$ cat src/rtl/head_seq_if.sv
// rtl/head_seq_if.sv - signal bundle between head_seq and its memories, operand buffers and engine
interface head_seq_if #(
  parameter int N   = 4,
  parameter int DW  = 16,
  parameter int IAW = 8,
  parameter int WAW = 10
);
  localparam int RW = (N > 1) ? $clog2(N) : 1;

  // control / status
  logic           start;
  logic           busy;
  logic           done;
  logic           err;
  logic [IAW-1:0] pc;

  // instruction memory read port
  logic [IAW-1:0] i_addr;
  logic [15:0]    i_data;

  // weight memory port
  logic [WAW-1:0] w_addr;
  logic [DW-1:0]  w_rdata;
  logic [DW-1:0]  w_wdata;
  logic           w_we;

  // operand buffer write port
  logic           ld_lef;
  logic           ld_rig;
  logic [RW-1:0]  ld_row;
  logic [RW-1:0]  ld_col;
  logic [DW-1:0]  ld_data;

  // matrix engine
  logic           mul_start;
  logic           mul_done;
  logic [RW-1:0]  res_row;
  logic [RW-1:0]  res_col;
  logic [DW-1:0]  res_data;

  modport master (
    input  start, i_data, w_rdata, mul_done, res_data,
    output busy, done, err, pc, i_addr, w_addr, w_wdata, w_we,
           ld_lef, ld_rig, ld_row, ld_col, ld_data, mul_start, res_row, res_col
  );

  modport slave (
    output start, i_data, w_rdata, mul_done, res_data,
    input  busy, done, err, pc, i_addr, w_addr, w_wdata, w_we,
           ld_lef, ld_rig, ld_row, ld_col, ld_data, mul_start, res_row, res_col
  );
endinterface

$ cat src/rtl/head_seq.sv
// rtl/head_seq.sv - instruction sequencer: fetch/decode, tile load/store, engine launch, one-level loop
module head_seq #(
  parameter int N   = 4,
  parameter int DW  = 16,
  parameter int IAW = 8,
  parameter int WAW = 10
) (
  input  logic      clk,
  input  logic      rst,
  head_seq_if.master bus
);
  localparam int NN = N * N;
  localparam int CW = $clog2(NN + 1);
  localparam int RW = (N > 1) ? $clog2(N) : 1;

  localparam logic [3:0] OP_HALT = 4'h0;
  localparam logic [3:0] OP_LDL  = 4'h1;
  localparam logic [3:0] OP_LDR  = 4'h2;
  localparam logic [3:0] OP_MUL  = 4'h3;
  localparam logic [3:0] OP_STO  = 4'h4;
  localparam logic [3:0] OP_LPS  = 4'h5;
  localparam logic [3:0] OP_LPE  = 4'h6;
  localparam logic [3:0] OP_NOP  = 4'h7;

  typedef enum logic [2:0] {
    S_IDLE, S_FETCH, S_DECODE, S_LOAD, S_MUL, S_STORE, S_DONE, S_ERR
  } state_t;

  state_t         state_q, state_d;
  logic [CW-1:0]  cnt_q, cnt_d;
  logic [IAW-1:0] pc_q, pc_d;
  logic [WAW-1:0] base_q, base_d;
  logic           right_q, right_d;
  logic           err_q, err_d;
  logic           loop_act_q, loop_act_d;
  logic [IAW-1:0] loop_pc_q, loop_pc_d;
  logic [11:0]    loop_cnt_q, loop_cnt_d;

  logic [3:0]     op;
  logic [11:0]    arg;
  logic [IAW-1:0] pc_inc;
  logic [WAW-1:0] base_w;
  logic [CW-1:0]  ld_idx;
  logic [WAW-1:0] elem_addr;

  assign op        = bus.i_data[3:0];
  assign arg       = bus.i_data[15:4];
  assign pc_inc    = pc_q + IAW'(1);
  // Tile base wraps naturally by truncating to the weight address width.
  assign base_w    = WAW'(32'(arg) * 32'(NN));
  // Load strobes trail the read address by one cycle, so they report the previous index.
  assign ld_idx    = cnt_q - CW'(1);
  assign elem_addr = base_q + WAW'(cnt_q);

  // State and datapath registers; reset aborts any tile transfer immediately.
  always_ff @(posedge clk) begin
    if (rst) begin
      state_q    <= S_IDLE;
      cnt_q      <= '0;
      pc_q       <= '0;
      base_q     <= '0;
      right_q    <= 1'b0;
      err_q      <= 1'b0;
      loop_act_q <= 1'b0;
      loop_pc_q  <= '0;
      loop_cnt_q <= '0;
    end else begin
      state_q    <= state_d;
      cnt_q      <= cnt_d;
      pc_q       <= pc_d;
      base_q     <= base_d;
      right_q    <= right_d;
      err_q      <= err_d;
      loop_act_q <= loop_act_d;
      loop_pc_q  <= loop_pc_d;
      loop_cnt_q <= loop_cnt_d;
    end
  end

  // Next state: dispatch on the decoded opcode and sequence the per-state counters.
  always_comb begin
    state_d    = state_q;
    cnt_d      = cnt_q;
    pc_d       = pc_q;
    base_d     = base_q;
    right_d    = right_q;
    err_d      = err_q;
    loop_act_d = loop_act_q;
    loop_pc_d  = loop_pc_q;
    loop_cnt_d = loop_cnt_q;
    case (state_q)
      S_IDLE: begin
        if (bus.start) begin
          state_d    = S_FETCH;
          pc_d       = '0;
          cnt_d      = '0;
          err_d      = 1'b0;
          loop_act_d = 1'b0;
          loop_pc_d  = '0;
          loop_cnt_d = '0;
        end
      end
      S_FETCH: state_d = S_DECODE;
      S_DECODE: begin
        base_d = base_w;
        cnt_d  = '0;
        case (op)
          OP_HALT: state_d = S_DONE;
          OP_LDL, OP_LDR: begin
            state_d = S_LOAD;
            right_d = (op == OP_LDR);
          end
          OP_MUL: state_d = S_MUL;
          OP_STO: state_d = S_STORE;
          OP_LPS: begin
            if (loop_act_q) begin
              state_d = S_ERR;
              err_d   = 1'b1;
            end else begin
              state_d    = S_FETCH;
              loop_act_d = 1'b1;
              loop_pc_d  = pc_inc;
              loop_cnt_d = (arg == 12'd0) ? 12'd1 : arg;
              pc_d       = pc_inc;
            end
          end
          OP_LPE: begin
            state_d = S_FETCH;
            if (loop_act_q && (loop_cnt_q > 12'd1)) begin
              loop_cnt_d = loop_cnt_q - 12'd1;
              pc_d       = loop_pc_q;
            end else begin
              loop_act_d = 1'b0;
              loop_cnt_d = '0;
              pc_d       = pc_inc;
            end
          end
          OP_NOP: begin
            state_d = S_FETCH;
            pc_d    = pc_inc;
          end
          default: begin
            state_d = S_ERR;
            err_d   = 1'b1;
          end
        endcase
      end
      S_LOAD: begin
        if (cnt_q == CW'(NN)) begin
          state_d = S_FETCH;
          cnt_d   = '0;
          pc_d    = pc_inc;
        end else begin
          cnt_d = cnt_q + CW'(1);
        end
      end
      S_MUL: begin
        // cnt_q marks the launch cycle so a stale done in that cycle is ignored.
        if (cnt_q == '0) begin
          cnt_d = CW'(1);
        end else if (bus.mul_done) begin
          state_d = S_FETCH;
          cnt_d   = '0;
          pc_d    = pc_inc;
        end
      end
      S_STORE: begin
        if (cnt_q == CW'(NN - 1)) begin
          state_d = S_FETCH;
          cnt_d   = '0;
          pc_d    = pc_inc;
        end else begin
          cnt_d = cnt_q + CW'(1);
        end
      end
      S_DONE:  state_d = S_IDLE;
      S_ERR:   state_d = S_IDLE;
      default: state_d = S_IDLE;
    endcase
  end

  // Outputs: strobes, addresses and data decoded from state and counter, zero when idle.
  always_comb begin
    bus.busy      = (state_q != S_IDLE);
    bus.done      = (state_q == S_DONE);
    bus.err       = err_q;
    bus.pc        = pc_q;
    bus.i_addr    = pc_q;
    bus.w_addr    = '0;
    bus.w_wdata   = {DW{1'b0}};
    bus.w_we      = 1'b0;
    bus.ld_lef    = 1'b0;
    bus.ld_rig    = 1'b0;
    bus.ld_row    = '0;
    bus.ld_col    = '0;
    bus.ld_data   = {DW{1'b0}};
    bus.mul_start = 1'b0;
    bus.res_row   = '0;
    bus.res_col   = '0;
    case (state_q)
      S_LOAD: begin
        if (cnt_q != CW'(NN)) begin
          bus.w_addr = elem_addr;
        end
        if (cnt_q != '0) begin
          bus.ld_lef  = ~right_q;
          bus.ld_rig  = right_q;
          bus.ld_row  = RW'(ld_idx / CW'(N));
          bus.ld_col  = RW'(ld_idx % CW'(N));
          bus.ld_data = bus.w_rdata;
        end
      end
      S_MUL: begin
        bus.mul_start = (cnt_q == '0);
      end
      S_STORE: begin
        bus.res_row = RW'(cnt_q / CW'(N));
        bus.res_col = RW'(cnt_q % CW'(N));
        bus.w_addr  = elem_addr;
        bus.w_wdata = bus.res_data;
        bus.w_we    = 1'b1;
      end
      default: ;
    endcase
  end
endmodule

$ cat src/flat_wrapper.sv
// flat-port wrapper written by rule: the top's interface ports become plain ports
module head_seq_flat 
#(
  parameter int N   = 4,
  parameter int DW  = 16,
  parameter int IAW = 8,
  parameter int WAW = 10
)
  (clk, rst, bus_start, bus_i_data, bus_w_rdata, bus_mul_done, bus_res_data, bus_busy, bus_done, bus_err, bus_pc, bus_i_addr, bus_w_addr, bus_w_wdata, bus_w_we, bus_ld_lef, bus_ld_rig, bus_ld_row, bus_ld_col, bus_ld_data, bus_mul_start, bus_res_row, bus_res_col);
  head_seq_if #(.N(N), .DW(DW), .IAW(IAW), .WAW(WAW)) bus_i ();
  input  logic clk;
  input  logic rst;
  input wire logic [$bits(bus_i.start)-1:0] bus_start;
  input wire logic [$bits(bus_i.i_data)-1:0] bus_i_data;
  input wire logic [$bits(bus_i.w_rdata)-1:0] bus_w_rdata;
  input wire logic [$bits(bus_i.mul_done)-1:0] bus_mul_done;
  input wire logic [$bits(bus_i.res_data)-1:0] bus_res_data;
  output wire logic [$bits(bus_i.busy)-1:0] bus_busy;
  output wire logic [$bits(bus_i.done)-1:0] bus_done;
  output wire logic [$bits(bus_i.err)-1:0] bus_err;
  output wire logic [$bits(bus_i.pc)-1:0] bus_pc;
  output wire logic [$bits(bus_i.i_addr)-1:0] bus_i_addr;
  output wire logic [$bits(bus_i.w_addr)-1:0] bus_w_addr;
  output wire logic [$bits(bus_i.w_wdata)-1:0] bus_w_wdata;
  output wire logic [$bits(bus_i.w_we)-1:0] bus_w_we;
  output wire logic [$bits(bus_i.ld_lef)-1:0] bus_ld_lef;
  output wire logic [$bits(bus_i.ld_rig)-1:0] bus_ld_rig;
  output wire logic [$bits(bus_i.ld_row)-1:0] bus_ld_row;
  output wire logic [$bits(bus_i.ld_col)-1:0] bus_ld_col;
  output wire logic [$bits(bus_i.ld_data)-1:0] bus_ld_data;
  output wire logic [$bits(bus_i.mul_start)-1:0] bus_mul_start;
  output wire logic [$bits(bus_i.res_row)-1:0] bus_res_row;
  output wire logic [$bits(bus_i.res_col)-1:0] bus_res_col;
  assign bus_i.start = bus_start;
  assign bus_i.i_data = bus_i_data;
  assign bus_i.w_rdata = bus_w_rdata;
  assign bus_i.mul_done = bus_mul_done;
  assign bus_i.res_data = bus_res_data;
  assign bus_busy = bus_i.busy;
  assign bus_done = bus_i.done;
  assign bus_err = bus_i.err;
  assign bus_pc = bus_i.pc;
  assign bus_i_addr = bus_i.i_addr;
  assign bus_w_addr = bus_i.w_addr;
  assign bus_w_wdata = bus_i.w_wdata;
  assign bus_w_we = bus_i.w_we;
  assign bus_ld_lef = bus_i.ld_lef;
  assign bus_ld_rig = bus_i.ld_rig;
  assign bus_ld_row = bus_i.ld_row;
  assign bus_ld_col = bus_i.ld_col;
  assign bus_ld_data = bus_i.ld_data;
  assign bus_mul_start = bus_i.mul_start;
  assign bus_res_row = bus_i.res_row;
  assign bus_res_col = bus_i.res_col;
  head_seq #(.N(N), .DW(DW), .IAW(IAW), .WAW(WAW)) u_core (.clk(clk), .rst(rst), .bus(bus_i));
endmodule
$ cat config.mk
export PLATFORM = sky130hd
export DESIGN_NAME = head_seq_flat
export DESIGN_NICKNAME = d
export VERILOG_FILES = /design/src/rtl/head_seq_if.sv /design/src/rtl/head_seq.sv /design/src/flat_wrapper.sv
export SDC_FILE = /design/constraint.sdc
export NUM_CORES = 1
export LEC_CHECK = 0
export ABC_AREA = 1
export CAP_MARGIN = 5
export CORE_ASPECT_RATIO = 0.5
export CORE_MARGIN = 4
export CORE_UTILIZATION = 40
export CTS_BUF_LIST = sky130_fd_sc_hd__clkbuf_8
export DETAILED_ROUTE_END_ITERATION = 10
export MAX_ROUTING_LAYER = met4
export PLACE_DENSITY = 0.74
export SETUP_SLACK_MARGIN = 0.1
export SLEW_MARGIN = 40
export SYNTH_ARGS = -nofsm -noshare
export SYNTH_HDL_FRONTEND = slang
export SYNTH_SLANG_ARGS = --single-unit
$ cat constraint.sdc
create_clock -name clk -period 4.3 [get_ports clk]
set_clock_uncertainty 0.1 [all_clocks]
set_input_delay 0.86 -clock clk [delete_from_list [all_inputs] [get_ports clk]]
set_output_delay 0.86 -clock clk [all_outputs]
set_load 0.1 [all_outputs]
==> flow_metrics.py <==
metrics = {
    "drt": {
        "detailroute.wirelength.met2_mm": 4.472,
        "dr.first_iter.drc_count": 213,
        "detail-route-antenna-nets": 0,
        "route.detailed.vias_per_inst": 4.680,
        "routed-wl-met3_um": 642,
        "drcViolationCount": 0,
        "finalWirelength_mm": 9.788,
        "routed-via-count": 3660,
        "routed.top_layer": "met4",
        "routed_wire_per_std_cell_um": 12.52,
        "detail_route.wirelength.met1_mm": 4.586,
        "drt_first_pass_iters": 4,
    },
    "sta": {
        "holdWs_ns": 0.3667,
        "timing.slew.headroom_pct": 47.54,
        "max_clock_freq_mhz": 298.7,
        "report.final.slew_viol_count": 0,
        "number_of_failing_setup_endpoints_in_the_final_timing_report": 0,
        "rsz0062_at_grt": "false",
        "post-route-period-util_pct": 77.85,
        "timing_hold_violations_final": 0,
        "final.setup.worst_slack_ns": 0.9526,
        "fin_crit_ns": 3.347,
        "worst_max_slew_pin_slew_ns": 0.7868,
    },
    "worst_setup_path": {
        "critPathCaptureType": "primary output",
        "crit_path_top_delay_cell": "nand2_1",
        "worst_ep_required_time_ns": 3.34,
        "critical-path-max-stage-delay_ns": 0.51,
        "worst_r2r_startpoint": "u_core.state_q[0]",
        "timing.critical_path.from_type": "flop",
        "crit_arrival_ns": 2.39,
        "rrSetupSlack_ns": 2.17,
        "worstPathCellList": "nor2_2 -> nand2_1 -> inv_1 -> nor2_1 -> nor3b_1 -> buf_4",
        "critical_path_class": "flop to primary output",
        "r2r_end": "u_core.loop_cnt_q[0]",
        "largest_delay_share_family_worst_path": "simple AND/OR/NAND/NOR gates",
        "critPathBufInv": 2,
        "ff2ff_path_depth": 8,
        "critPathMaxFanout": 24,
    },
    "cts": {
        "post-cts-setup-buffer-count": 0,
        "tritoncts": "yes",
        "post_cts_resize_count": 0,
        "clk_pin_slew_worst_paths_ns": 0.09,
        "cts_made_buffers": 5,
        "tritoncts_num_sinks": 45,
        "clock_tree.htree_level_count": 2,
        "worstSkewPairLatency_ns": 0.30,
        "cts-hold-fix-buffers": 0,
        "cts_max_path_buffers": 2,
        "ctsRootBufferMaster": "clkbuf_8",
    },
    "yosys": {
        "ys_warn_count": 0,
        "synth_sequential_area_ratio_pct": 27.38,
        "mappedNetlistArea_mm2": 0.003291,
        "synth_cell_types": 35,
        "netlist_instances": 557,
        "synth-seq-cells": 45,
        "synth_fp_nets": 619,
        "syn_avg_cell_area_um2": 5.908,
    },
    "placement": {
        "final_wtd_congestion": 0.8559,
        "hpwlAfterDp_mm": 7.680,
        "dpl_cells": 774,
        "buffer_ports.inserted": 124,
        "post_placement_setup_slack_ns": 1.260,
    },
    "floorplan": {
        "die_h_um": 72.14,
        "core_region_area_mm2": 0.008000,
        "design.portCount": 125,
        "floorplan.die_area_mm2": 0.009830,
        "die_w_um": 136.3,
        "floorplan.initialDensity_pct": 41.13,
        "floorplan.rows": 23,
    },
    "finish": {
        "finish.utilization_pct": 55.51,
        "drive_above_1_share_pct": 15.37,
        "regArea_um2": 900.9,
        "layout_commonest_cell": "nand2_1",
        "layout.nets": 731,
        "post_layout_nonfiller_instances": 782,
        "syn_to_final_growth_pct": 34.94,
        "mostFrequentLayoutCells": "nand2_1 (133), nor2_1 (110), inv_1 (89)",
        "n_fill_cell": 827,
        "multi_input_comb_area_mm2": 0.001916,
        "antennaDiodeCount": 0,
    },
    "power": {
        "clock_power_share_pct": 14.3,
        "power.density_mw_per_mm2": 530.8,
        "power.share.combinational_pct": 61.1,
        "total_switching_power_uw": 1313,
        "ir_drop_v": 0.0002349,
        "sw_frac_of_total_pct": 55.69,
        "cell_internal_pwr_uw": 1044,
        "p_leak_uw": 0.002234,
        "fin_total_pwr_uw": 2357,
        "seqPwrFrac_pct": 24.5,
    },
    "global_routing": {
        "grt_antenna_before_repair": 0,
        "globalRouteTotalUtil_pct": 20.30,
        "grt_start_max_net_pins": 25,
        "grt_pass1_vias": 3330,
        "first_pass_grt_wire_length_mm": 15.85,
        "gr-total-overflow": 0,
    },
    "hold_path": {
        "cell_count_of_the_worst_hold_path": 2,
        "worstHoldStart": "u_core.loop_pc_q[2]",
        "min_path_type": "flop to flop",
        "endpoint_of_the_worst_hold_timing_path": "u_core.loop_pc_q[2]",
    },
    "flow_run": {
        "maxCapViolations": 0,
    },
    "outcome": {
        "run_status": "complete, no violations",
    },
}
[area by class of cell]
cell class	count	share of cell area (%)
multi-input cells	399	43.14
repair buffers	125	22.94
flip-flops and latches	45	20.29
inverters	93	7.861
well taps	112	3.156
clock buffers	6	1.860
clock inverters	2	0.7608
[registers in the layout, indices dropped and copies added (netlist names)]
| name | flops |
|---|---|
| u_core.base_q | 6 |
| u_core.bus.err | 1 |
| u_core.bus.i_addr | 8 |
| u_core.cnt_q | 5 |
| u_core.loop_act_q | 1 |
| u_core.loop_cnt_q | 12 |
| u_core.loop_pc_q | 8 |
| u_core.right_q | 1 |
| u_core.state_q | 3 |
[cells by family (layout without fill, tap and decap cells)]
logic type | Yosys count | after routing | synth area share [%]
fa+ha+maj | 10 | 10 | 3.802
buf+inv | 113 | 226 | 14.41
compound gates | 77 | 77 | 12.81
xor+xnor | 13 | 13 | 3.460
flops | 45 | 45 | 27.38
simple gates | 299 | 299 | 38.14
[worst max-delay path by stage]
stage / start / endpoint / slack [ns] / cells after the start
2_1_floorplan: u_core.state_q[2] / bus_w_addr[6] / -0.54 / 6
3_3_place_gp: u_core.state_q[1] / bus_w_addr[0] / 1.37 / 6
3_5_place_dp: u_core.state_q[1] / bus_w_addr[6] / 1.26 / 6
4_1_cts: u_core.state_q[1] / bus_w_addr[6] / 0.92 / 6
5_1_grt: u_core.state_q[2] / bus_w_addr[7] / 0.73 / 7
6_report: u_core.state_q[1] / bus_w_addr[6] / 0.95 / 6
[power groups by stage]
stage / Clock [uW] / Combinational [uW] / Sequential (uW)
finish: 338 / 1440 / 578
floorplan: 0 / 1060 / 734
detailed placement: 0 / 1440 / 586
CTS: 341 / 1440 / 577
global route: 356 / 1590 / 590
global placement: 0 / 1470 / 586
[per-layer routing]
layer,vias to the layer above,global-route usage (%)
li1,1944,-
met1,1621,25.86
met2,89,34.08
met3,6,3.740
met4,0,4.358
met5,-,-
[synthesized netlist by cell type (all sizes together)]
library cell / count / share of area (%)
nand3: 25 / 4.1
a21oi: 46 / 7.3
nor3b: 2 / 0.46
clkbuf: 8 / 0.91
xnor2: 3 / 0.80
dfxtp: 45 / 27
xor2: 10 / 2.7
o31ai: 2 / 0.46
nor2: 119 / 15
nand2: 137 / 16
o21bai: 1 / 0.23
or2: 1 / 0.19
buf: 12 / 2.9
a41oi: 1 / 0.27
o21ai: 21 / 3.3
and3: 1 / 0.19
o221ai: 1 / 0.27
ha: 10 / 3.8
a31oi: 3 / 0.57
nor4: 1 / 0.19
nand4: 6 / 1.1
nand3b: 2 / 0.46
o22ai: 2 / 0.38
nor3: 5 / 0.76
inv: 93 / 11
[per-stage QoR]
| stage | TNS [ns] | instance area, um^2 |
|---|---|---|
| after floorplan | -1.463 | 3291 |
| after global placement | 0 | 4419 |
| after detailed placement | 0 | 4324 |
| after CTS | 0 | 4441 |
| after global routing | 0 | 4441 |
| final | 0 | 4441 |
[worst register-to-register path, delay by kind of cell, from the launching register on]
family	cells	cell delay, ns
simple gates	5	0.96
buf+inv	2	0.44
flops	1	0.38
compound gates	1	0.17
(Power assumes the default switching activity.)
